### config.mk
export PLATFORM = sky130hd
export DESIGN_NAME = mem_port_sched
export DESIGN_NICKNAME = d
export VERILOG_FILES = /design/src/rtl/mem_port_sched.sv
export SDC_FILE = /design/constraint.sdc
export NUM_CORES = 1
export LEC_CHECK = 0
export CAP_MARGIN = 30
export CORE_UTILIZATION = 56
export DETAILED_ROUTE_END_ITERATION = 8
export PLACE_DENSITY = 0.86
export SETUP_SLACK_MARGIN = 0.1
export SKIP_CTS_REPAIR_TIMING = 1
export SLEW_MARGIN = 40
export SYNTH_ARGS = -nofsm -noshare
export SYNTH_HDL_FRONTEND = slang
export SYNTH_SLANG_ARGS = --single-unit
### constraint.sdc
create_clock -name clk_in -period 6.19 [get_ports clk_in]
set_input_delay 0.9285 -clock clk_in [delete_from_list [all_inputs] [get_ports clk_in]]
set_output_delay 0.9285 -clock clk_in [all_outputs]
set_load 0.005 [all_outputs]
### src/rtl/mem_port_sched.sv
// mem_port_sched: shares one byte-wide RAM/IO port between instruction fetch
// (32-bit reads) and load/store (1/2/4-byte reads/writes). Requests are split
// into little-endian byte beats; read bytes are assembled and each requester
// gets a one-cycle done pulse.
// Optional build macro MEM_SCHED_FAIR_EN: an age counter hands the port to a
// waiting fetch after two consecutive load/store grants.
module mem_port_sched #(
  parameter int         ADDR_W = 32,
  parameter logic [1:0] IO_SEL = 2'b11
) (
  input  logic              clk_in,
  input  logic              rst_in,
  input  logic              rdy_in,
  input  logic              io_buffer_full,
  input  logic              if_req_in,
  input  logic [ADDR_W-1:0] if_addr_in,
  input  logic              if_flush_in,
  output logic              if_done_out,
  output logic [31:0]       if_data_out,
  input  logic              ls_req_in,
  input  logic              ls_we_in,
  input  logic [1:0]        ls_size_in,
  input  logic [ADDR_W-1:0] ls_addr_in,
  input  logic [31:0]       ls_wdata_in,
  output logic              ls_done_out,
  output logic [31:0]       ls_rdata_out,
  output logic              busy_out,
  input  logic [7:0]        mem_din,
  output logic [7:0]        mem_dout,
  output logic [ADDR_W-1:0] mem_a,
  output logic              mem_wr
);

  typedef enum logic [1:0] {IDLE, READ, WRITE, DONE} state_e;

  state_e            state_q, state_d;
  logic              own_ls_q, own_ls_d;     // 1: load/store owns the port, 0: fetch
  logic [ADDR_W-1:0] addr_q, addr_d;
  logic [2:0]        len_q, len_d;
  logic [31:0]       wdata_q, wdata_d;
  logic [2:0]        iss_q, iss_d;           // beats issued so far
  logic [1:0]        cap_q, cap_d;           // read bytes captured so far
  // [0]: a beat was issued on the last edge; [1]: two edges ago, so mem_din holds it now
  logic [1:0]        vld_pipe_q, vld_pipe_d;
  logic [31:0]       asm_q, asm_d;
  logic [31:0]       if_data_q, if_data_d;
  logic [31:0]       ls_rdata_q, ls_rdata_d;
  logic              if_done_q, if_done_d;
  logic              ls_done_q, ls_done_d;
  logic [ADDR_W-1:0] mem_a_q, mem_a_d;
  logic [7:0]        mem_dout_q, mem_dout_d;
  logic              mem_wr_q, mem_wr_d;

  logic              grant_if, grant_ls;
  logic [2:0]        ls_len;
  logic [31:0]       cap_word;

  function automatic logic is_io(input logic [ADDR_W-1:0] a);
    return a[17:16] == IO_SEL;
  endfunction

  // size 3 is handled as a word
  always_comb begin
    unique case (ls_size_in)
      2'd0:    ls_len = 3'd1;
      2'd1:    ls_len = 3'd2;
      default: ls_len = 3'd4;
    endcase
  end

  // a flush in the same cycle as a fetch request blocks the fetch grant
`ifdef MEM_SCHED_FAIR_EN
  logic [1:0] age_q, age_d;

  assign grant_if = if_req_in && !if_flush_in && (!ls_req_in || age_q == 2'd2);
  assign grant_ls = ls_req_in && !grant_if;

  // count load/store grants that overtook a waiting fetch; clear when fetch wins
  always_comb begin
    age_d = age_q;
    if (rdy_in && state_q == IDLE) begin
      if (grant_if)                                  age_d = 2'd0;
      else if (grant_ls && if_req_in && age_q != 2'd2) age_d = age_q + 2'd1;
    end
  end

  // age counter register
  always_ff @(posedge clk_in or negedge rst_in) begin
    if (!rst_in) age_q <= 2'd0;
    else         age_q <= age_d;
  end
`else
  assign grant_if = if_req_in && !if_flush_in && !ls_req_in;
  assign grant_ls = ls_req_in;
`endif

  // next-state, beat sequencing and read assembly; everything holds while rdy_in is low
  always_comb begin
    state_d    = state_q;
    own_ls_d   = own_ls_q;
    addr_d     = addr_q;
    len_d      = len_q;
    wdata_d    = wdata_q;
    iss_d      = iss_q;
    cap_d      = cap_q;
    vld_pipe_d = vld_pipe_q;
    asm_d      = asm_q;
    if_data_d  = if_data_q;
    ls_rdata_d = ls_rdata_q;
    if_done_d  = if_done_q;
    ls_done_d  = ls_done_q;
    mem_a_d    = mem_a_q;
    mem_dout_d = mem_dout_q;
    mem_wr_d   = mem_wr_q;
    cap_word   = asm_q;
    cap_word[{cap_q, 3'b000} +: 8] = mem_din;

    if (rdy_in) begin
      if_done_d  = 1'b0;
      ls_done_d  = 1'b0;
      vld_pipe_d = {vld_pipe_q[0], 1'b0};
      unique case (state_q)
        IDLE: begin
          if (grant_ls || grant_if) begin
            own_ls_d = grant_ls;
            addr_d   = grant_ls ? ls_addr_in : if_addr_in;
            len_d    = grant_ls ? ls_len : 3'd4;
            wdata_d  = ls_wdata_in;
            asm_d    = '0;
            cap_d    = '0;
            mem_a_d  = grant_ls ? ls_addr_in : if_addr_in;
            if (grant_ls && ls_we_in) begin
              state_d = WRITE;
              if (is_io(ls_addr_in) && io_buffer_full) begin
                iss_d    = 3'd0;
                mem_wr_d = 1'b0;
              end else begin
                iss_d      = 3'd1;
                mem_wr_d   = 1'b1;
                mem_dout_d = ls_wdata_in[7:0];
              end
            end else begin
              state_d       = READ;
              iss_d         = 3'd1;
              vld_pipe_d[0] = 1'b1;
            end
          end
        end
        READ: begin
          if (!own_ls_q && if_flush_in) begin
            // abandon the fetch; bytes still in flight are dropped, mem_a keeps its value
            state_d    = IDLE;
            vld_pipe_d = '0;
            iss_d      = 3'd0;
          end else begin
            if (iss_q < len_q) begin
              mem_a_d       = addr_q + ADDR_W'(iss_q);
              iss_d         = iss_q + 3'd1;
              vld_pipe_d[0] = 1'b1;
            end
            if (vld_pipe_q[1]) begin
              asm_d = cap_word;
              cap_d = cap_q + 2'd1;
              if (3'(cap_q) + 3'd1 == len_q) begin
                state_d = DONE;
                if (own_ls_q) begin
                  ls_rdata_d = cap_word;
                  ls_done_d  = 1'b1;
                end else begin
                  if_data_d = cap_word;
                  if_done_d = 1'b1;
                end
              end
            end
          end
        end
        WRITE: begin
          if (iss_q < len_q) begin
            if (is_io(addr_q) && io_buffer_full) begin
              mem_wr_d = 1'b0;
            end else begin
              mem_a_d    = addr_q + ADDR_W'(iss_q);
              mem_dout_d = wdata_q[{iss_q[1:0], 3'b000} +: 8];
              mem_wr_d   = 1'b1;
              iss_d      = iss_q + 3'd1;
            end
          end else begin
            mem_wr_d  = 1'b0;
            state_d   = DONE;
            ls_done_d = 1'b1;
          end
        end
        DONE: begin
          state_d    = IDLE;
          iss_d      = 3'd0;
          vld_pipe_d = '0;
        end
        default: state_d = IDLE;
      endcase
    end
  end

  // state and output registers
  always_ff @(posedge clk_in or negedge rst_in) begin
    if (!rst_in) begin
      state_q    <= IDLE;
      own_ls_q   <= 1'b0;
      addr_q     <= '0;
      len_q      <= 3'd0;
      wdata_q    <= '0;
      iss_q      <= 3'd0;
      cap_q      <= 2'd0;
      vld_pipe_q <= '0;
      asm_q      <= '0;
      if_data_q  <= '0;
      ls_rdata_q <= '0;
      if_done_q  <= 1'b0;
      ls_done_q  <= 1'b0;
      mem_a_q    <= '0;
      mem_dout_q <= '0;
      mem_wr_q   <= 1'b0;
    end else begin
      state_q    <= state_d;
      own_ls_q   <= own_ls_d;
      addr_q     <= addr_d;
      len_q      <= len_d;
      wdata_q    <= wdata_d;
      iss_q      <= iss_d;
      cap_q      <= cap_d;
      vld_pipe_q <= vld_pipe_d;
      asm_q      <= asm_d;
      if_data_q  <= if_data_d;
      ls_rdata_q <= ls_rdata_d;
      if_done_q  <= if_done_d;
      ls_done_q  <= ls_done_d;
      mem_a_q    <= mem_a_d;
      mem_dout_q <= mem_dout_d;
      mem_wr_q   <= mem_wr_d;
    end
  end

  // a flush landing in the fetch's done cycle cancels the pulse;
  // a frozen pipeline must never write, so mem_wr drops with rdy_in
  assign if_done_out  = if_done_q && !if_flush_in;
  assign ls_done_out  = ls_done_q;
  assign if_data_out  = if_data_q;
  assign ls_rdata_out = ls_rdata_q;
  assign busy_out     = state_q != IDLE;
  assign mem_a        = mem_a_q;
  assign mem_dout     = mem_dout_q;
  assign mem_wr       = mem_wr_q && rdy_in;

endmodule
# [Word level (Yosys, flattened, before mapping)]
# Index checks and enable logic that the tools add are counted.
# W data, S select, Z words.
[totals] register_bits=216 input_bits=114
[op_classes] bitwise_logic=2 shifts=3 muxes=63 eq_ne=19 addsub=5 magnitude_cmp=1 reduce_logical=27
[op_table] cell="$mux W32" n=9
[op_table] cell="$pmux W32 S3" n=1
[op_table] cell="$pmux W32 S2" n=1
[op_table] cell="$mux W8" n=5
[op_table] cell="$add A32 B3 Y32" n=1
[op_table] cell="$bwmux W32" n=1
[op_table] cell="$shift A8 B7 Y32 const A" n=1
[op_table] cell="$shiftx A32 B6 Y8" n=1
[op_table] cell="$shiftx A8 B7 Y32" n=1
[op_table] cell="$mux W1" n=21
[op_table] cell="$mux W3" n=7
[op_table] cell="$mux W2" n=9
[op_table] cell="$ne A2 B2 Y1 const B" n=9
[op_table] cell="$pmux W8 S2" n=1
[op_table] cell="$reduce_and A5 Y1" n=3
[op_table] cell="$reduce_and A7 Y1" n=2
[op_table] cell="$pmux W3 S4" n=1
[op_table] cell="$reduce_and A6 Y1" n=2
[op_table] cell="$ne A3 B3 Y1 const B" n=3
[op_table] cell="$eq A2 B2 Y1 const B" n=4
[op_table] cell="$logic_and A1 B1 Y1" n=8
[op_table] cell="$pmux W1 S2" n=4
[op_table] cell="$pmux W2 S4" n=1
[op_table] cell="$neg A5 Y7" n=1
[op_table] cell="other kinds (16)" n=23

# [Longest topological paths before layout]
[depth] depth_word=6 mapped_depth=10 depth_no_buf=7

# [Least setup slack after synthesis]
# No wires, ideal clock.
[synth_timing] path_kind="register to register" start="reg cap_q[0]" end="reg if_data_q[26] (netlist: if_data_out[26])" path_stages_with_launch=9 synth_period_minus_slack_ns=2.565 slack_ns=3.625 t_required_ns=6.065 arrival_time_ns=2.440 n_path_buf=1 cell_sequence="dfrtp_1 -> inv_1 -> ha_1 -> xor2_1 -> nor4_1 -> nand3_1 -> nor3_2 -> buf_2 -> mux2_2"
[synth_between] elab_chain_cells=3 elab_cells_between_ends=7 classes_between="2 x add/sub; 1 x eq/ne; 2 x shift; 1 x mux; 1 x reduce/logical"
[synth_rtl] element="start: declaration" line="42" rtl="logic [1:0] cap_q, cap_d;"
[synth_rtl] element="start signal: assignment" line="229" rtl="cap_q <= cap_d;"
[synth_rtl] element="$neg A5 Y7 / $add A2 B1 Y3 (equally long branches)" line="116, 164"
[synth_rtl] element="$shiftx A8 B7 Y32, or another cell as far along" line="116" rtl="cap_word[{cap_q, 3'b000} +: 8] = mem_din;"
[synth_rtl] element="$bwmux W32 / $reduce_and A6 Y1 (equally long branches)"
[synth_rtl] element="end signal: assignment" line="232" rtl="if_data_q <= if_data_d;"
[synth_rtl] element="end: declaration" line="46" rtl="logic [31:0] if_data_q, if_data_d;"
# Several ways; a longest one is shown, not always the timed one.
# A chain may end at the register's enable or synchronous reset.

# [Worst setup path after layout]
[layout_timing] start="reg cap_q[0]" end="reg if_data_q[27] (netlist: if_data_out[27])"
# Same word-level chain as after synthesis.

==> flow_metrics.py <==
metrics = {
    "pwr": {
        "vdd_ir_drop_max_uv": 268.2,
        "swShare_pct": 36.10,
        "p_sw_mw": 2.340,
        "p_per_area_nw_per_um2": 458.4,
        "power_frac_seq_pct": 36.9,
        "clockPowerShare_pct": 20.4,
        "p_int_mw": 4.142,
        "comb_power_share_pct": 42.7,
        "p_leak_nw": 6.245,
    },
    "global_routing": {
        "grt_pass1_vias": 8963,
        "groute.usage.overall_pct": 28.93,
        "grt_max_degree": 113,
        "antenna_found_initial": 0,
        "grt_first_pass_wirelength_um": 46420,
        "overflow": 0,
    },
    "drt": {
        "wirelength_um": 28570,
        "ant_nets": 0,
        "dr.first_iter.drc_count": 876,
        "firstDrtPassIters": 5,
        "drc_errors": 0,
        "viasPerCell": 6.063,
        "vias": 8937,
        "post_drt_wl_per_cell_um": 19.38,
    },
    "worst_setup_path": {
        "crit_path_end_kind": "flop",
        "r2r_cells": 8,
        "worst_ep_arrival_time_ns": 4.20,
        "required_ns": 6.57,
        "worstSetupPathType": "reg -> reg",
        "worstPathMaxFanout": 21,
        "startpoint_type": "flop",
    },
    "synthesis": {
        "yosysSeqAreaShare_pct": 49.04,
        "synthArstFlopShare_pct": 100.0,
        "synthesis.area_um2": 11020,
        "synth_flop_cell": "dfrtp_1",
        "yosys_warnings": 0,
        "syn_inst": 1015,
        "postSynthAreaPerCell_um2": 10.86,
        "syn_nets": 1146,
        "synth_cell_types": 62,
        "ys_ff_latch": 216,
        "synth_edf_count": 0,
    },
    "sta": {
        "setup_tns_ns": 0,
        "fmax_ghz": 0.2618,
        "slew_headroom_pct": 43.71,
        "skew_ns": 0.01514,
        "rsz0062_at_grt": "no",
        "finalHoldViolations": 0,
        "timing.hold.ws_ns": 0.3138,
        "layout_min_cycle_time_ns": 3.819,
        "finalSetupViolCount": 0,
        "drv_slew": 0,
        "fin_crit_sh_pct": 61.70,
        "worst_pin_slew_ns": 0.8444,
    },
    "clock_network": {
        "ctsRootBufferMaster": "clkbuf_16",
        "cts_max_level": 1,
        "numCtsBuffers": 22,
        "clk_pin_slew_ns": 0.07,
        "clock_path_buffers": 3,
        "cts_sinks": 216,
        "tritoncts": "done",
        "clock_latency_ns": 0.50,
    },
    "floorplanning": {
        "die_h_um": 142.3,
        "ioPinCount": 222,
        "die-area_um2": 20250,
        "coreArea_um2": 19020,
        "start_util_pct": 57.95,
        "rows": 50,
        "die_x_um": 142.3,
    },
    "job": {
        "drv_cap": 0,
    },
    "finish": {
        "register_area_um2": 5405,
        "diodes": 0,
        "postLayoutCellArea_um2": 14140,
        "nets": 1334,
        "drive_gt1_share_pct": 16.47,
        "syn2layout_area_growth_pct": 28.28,
        "fillerInstances": 1341,
        "final_util_pct": 74.34,
        "multi_input_area_um2": 5176,
    },
    "placed_design": {
        "placed_cell_area_um2": 13400,
        "place_congestion": 0.8661,
        "dp_hpwl_um": 19610,
        "io_buffers": 221,
    },
    "outcome": {
        "status": "complete, no violations",
    },
    "worst_hold_path": {
        "hold_path.class": "in -> async",
    },
}
[layout by cell type (no fill, tap or decap), drive strengths merged, types with 5 or more instances in the layout]
master	n
a21o	23
a21oi	55
a22o	33
a31o	37
a31oi	9
a32o	5
and2	9
and4	5
buf	17
clkbuf	28
clkdlybuf4s50	219
dfrtp	216
ha	16
inv	45
mux2	90
mux2i	57
mux4	8
nand2	75
nand3	26
nand4	9
nor2	32
nor2b	38
nor3	11
nor4	5
o2111ai	6
o21ai	56
o31ai	13
or4	15
xor2	8
[power by group through the flow]
| stage | Combinational (mW) | Sequential (mW) | Clock, mW |
|---|---|---|---|
| floorplan | 1.77 | 2.27 | 0 |
| global placement | 2.62 | 2.37 | 0 |
| detailed placement | 2.73 | 2.39 | 0 |
| CTS | 2.75 | 2.38 | 1.34 |
| global route | 3.03 | 2.45 | 1.40 |
| finish | 2.77 | 2.39 | 1.32 |
[stage by stage]
stage	std cells	power, mW	setup slack (ns)
after detailed placement	1438	5.120	2.497
final	1474	6.482	2.371
after floorplan	1015	4.043	3.625
after global placement	1438	4.987	2.313
after global routing	1474	6.886	2.202
after CTS	1473	6.473	2.455
[sequential cells by signal (all words and copies together), names as in the netlist, 2 cells and up]
register      flops
addr_q           32
asm_q            32
cap_q             2
if_data_out      32
iss_q             3
len_q             3
ls_rdata_out     32
mem_a            32
mem_dout          8
state_q           2
vld_pipe_q        2
wdata_q          32
[layout make-up]
type	instances	area share [%]
clock buffer	28	4.345
clock inverter	7	0.6195
inverter	45	1.195
multi-input combinational	682	36.61
sequential	216	38.23
tap	260	2.301
timing repair buffer	236	16.70
[final timing paths]
check	to	start	slack (ns)
max	if_data_out[27]	cap_q[0]	2.37
min	wdata_q[30]	rst_in	0.31
max reg2reg	if_data_out[27]	cap_q[0]	2.37
min reg2reg	if_done_q	if_done_q	0.47
max in group asynchronous	if_data_out[3]	rst_in	4.91
min in group clk_in	if_done_q	if_done_q	0.47
[logic make-up (layout without fill, tap and decap cells)]
kind of cell    after synthesis  after routing  synth area share, %
compound gates              260            260                16.32
xor+xnor                     12             12               0.9536
fa+ha+maj                    17             17                1.998
buf+inv                     117            316                4.359
flops                       216            216                49.04
mux                         155            155                16.01
simple gates                238            238                11.32
[routing by layer]
layer  routed length (µm)  GRT usage, %  vias up
li1                     -             -     4061
met3                 1779         4.778       65
met1                12040         39.58     4456
met2                13960         47.70      355
met4                  786         8.206        0
met5                    0             0        -
[synth_stat cells, drive strengths merged (2+ instances only)]
master | instances | area share, %
nor2 | 32 | 1.1
o2111ai | 6 | 0.48
inv | 45 | 1.5
buf | 23 | 1.1
a22o | 33 | 2.6
nand3 | 26 | 1.2
nor4b | 2 | 0.16
and4 | 5 | 0.41
a21o | 23 | 1.6
nand4 | 9 | 0.65
o211ai | 3 | 0.20
a21boi | 3 | 0.20
a22oi | 2 | 0.14
nand2b | 4 | 0.23
nor3 | 11 | 0.54
nand2 | 75 | 2.6
o31ai | 13 | 0.93
dfrtp | 216 | 49
a221oi | 2 | 0.22
a31oi | 9 | 0.51
a31o | 37 | 2.9
xor2 | 8 | 0.64
clkbuf | 49 | 1.8
a32o | 5 | 0.45
nor4bb | 2 | 0.18
o21ai | 56 | 2.5
a21oi | 55 | 2.5
or4 | 15 | 1.1
ha | 16 | 1.8
nor2b | 38 | 2.2
o2bb2ai | 3 | 0.24
mux4 | 8 | 1.6
and2 | 9 | 0.51
nor4 | 5 | 0.28
xnor2 | 4 | 0.32
a211oi | 4 | 0.27
mux2i | 57 | 5.2
mux2 | 90 | 9.2
[worst max-delay path: stages (launching register included)]
cell and delay [ns]:
dfrtp_1 0.49, inv_1 0.19, ha_1 0.44, xor2_1 0.17, nor4_1 0.62, nand3_1 0.23
nor3_4 0.68, buf_4 0.45, mux2_2 0.39
Note: power is estimated with default switching activity, not from simulation.
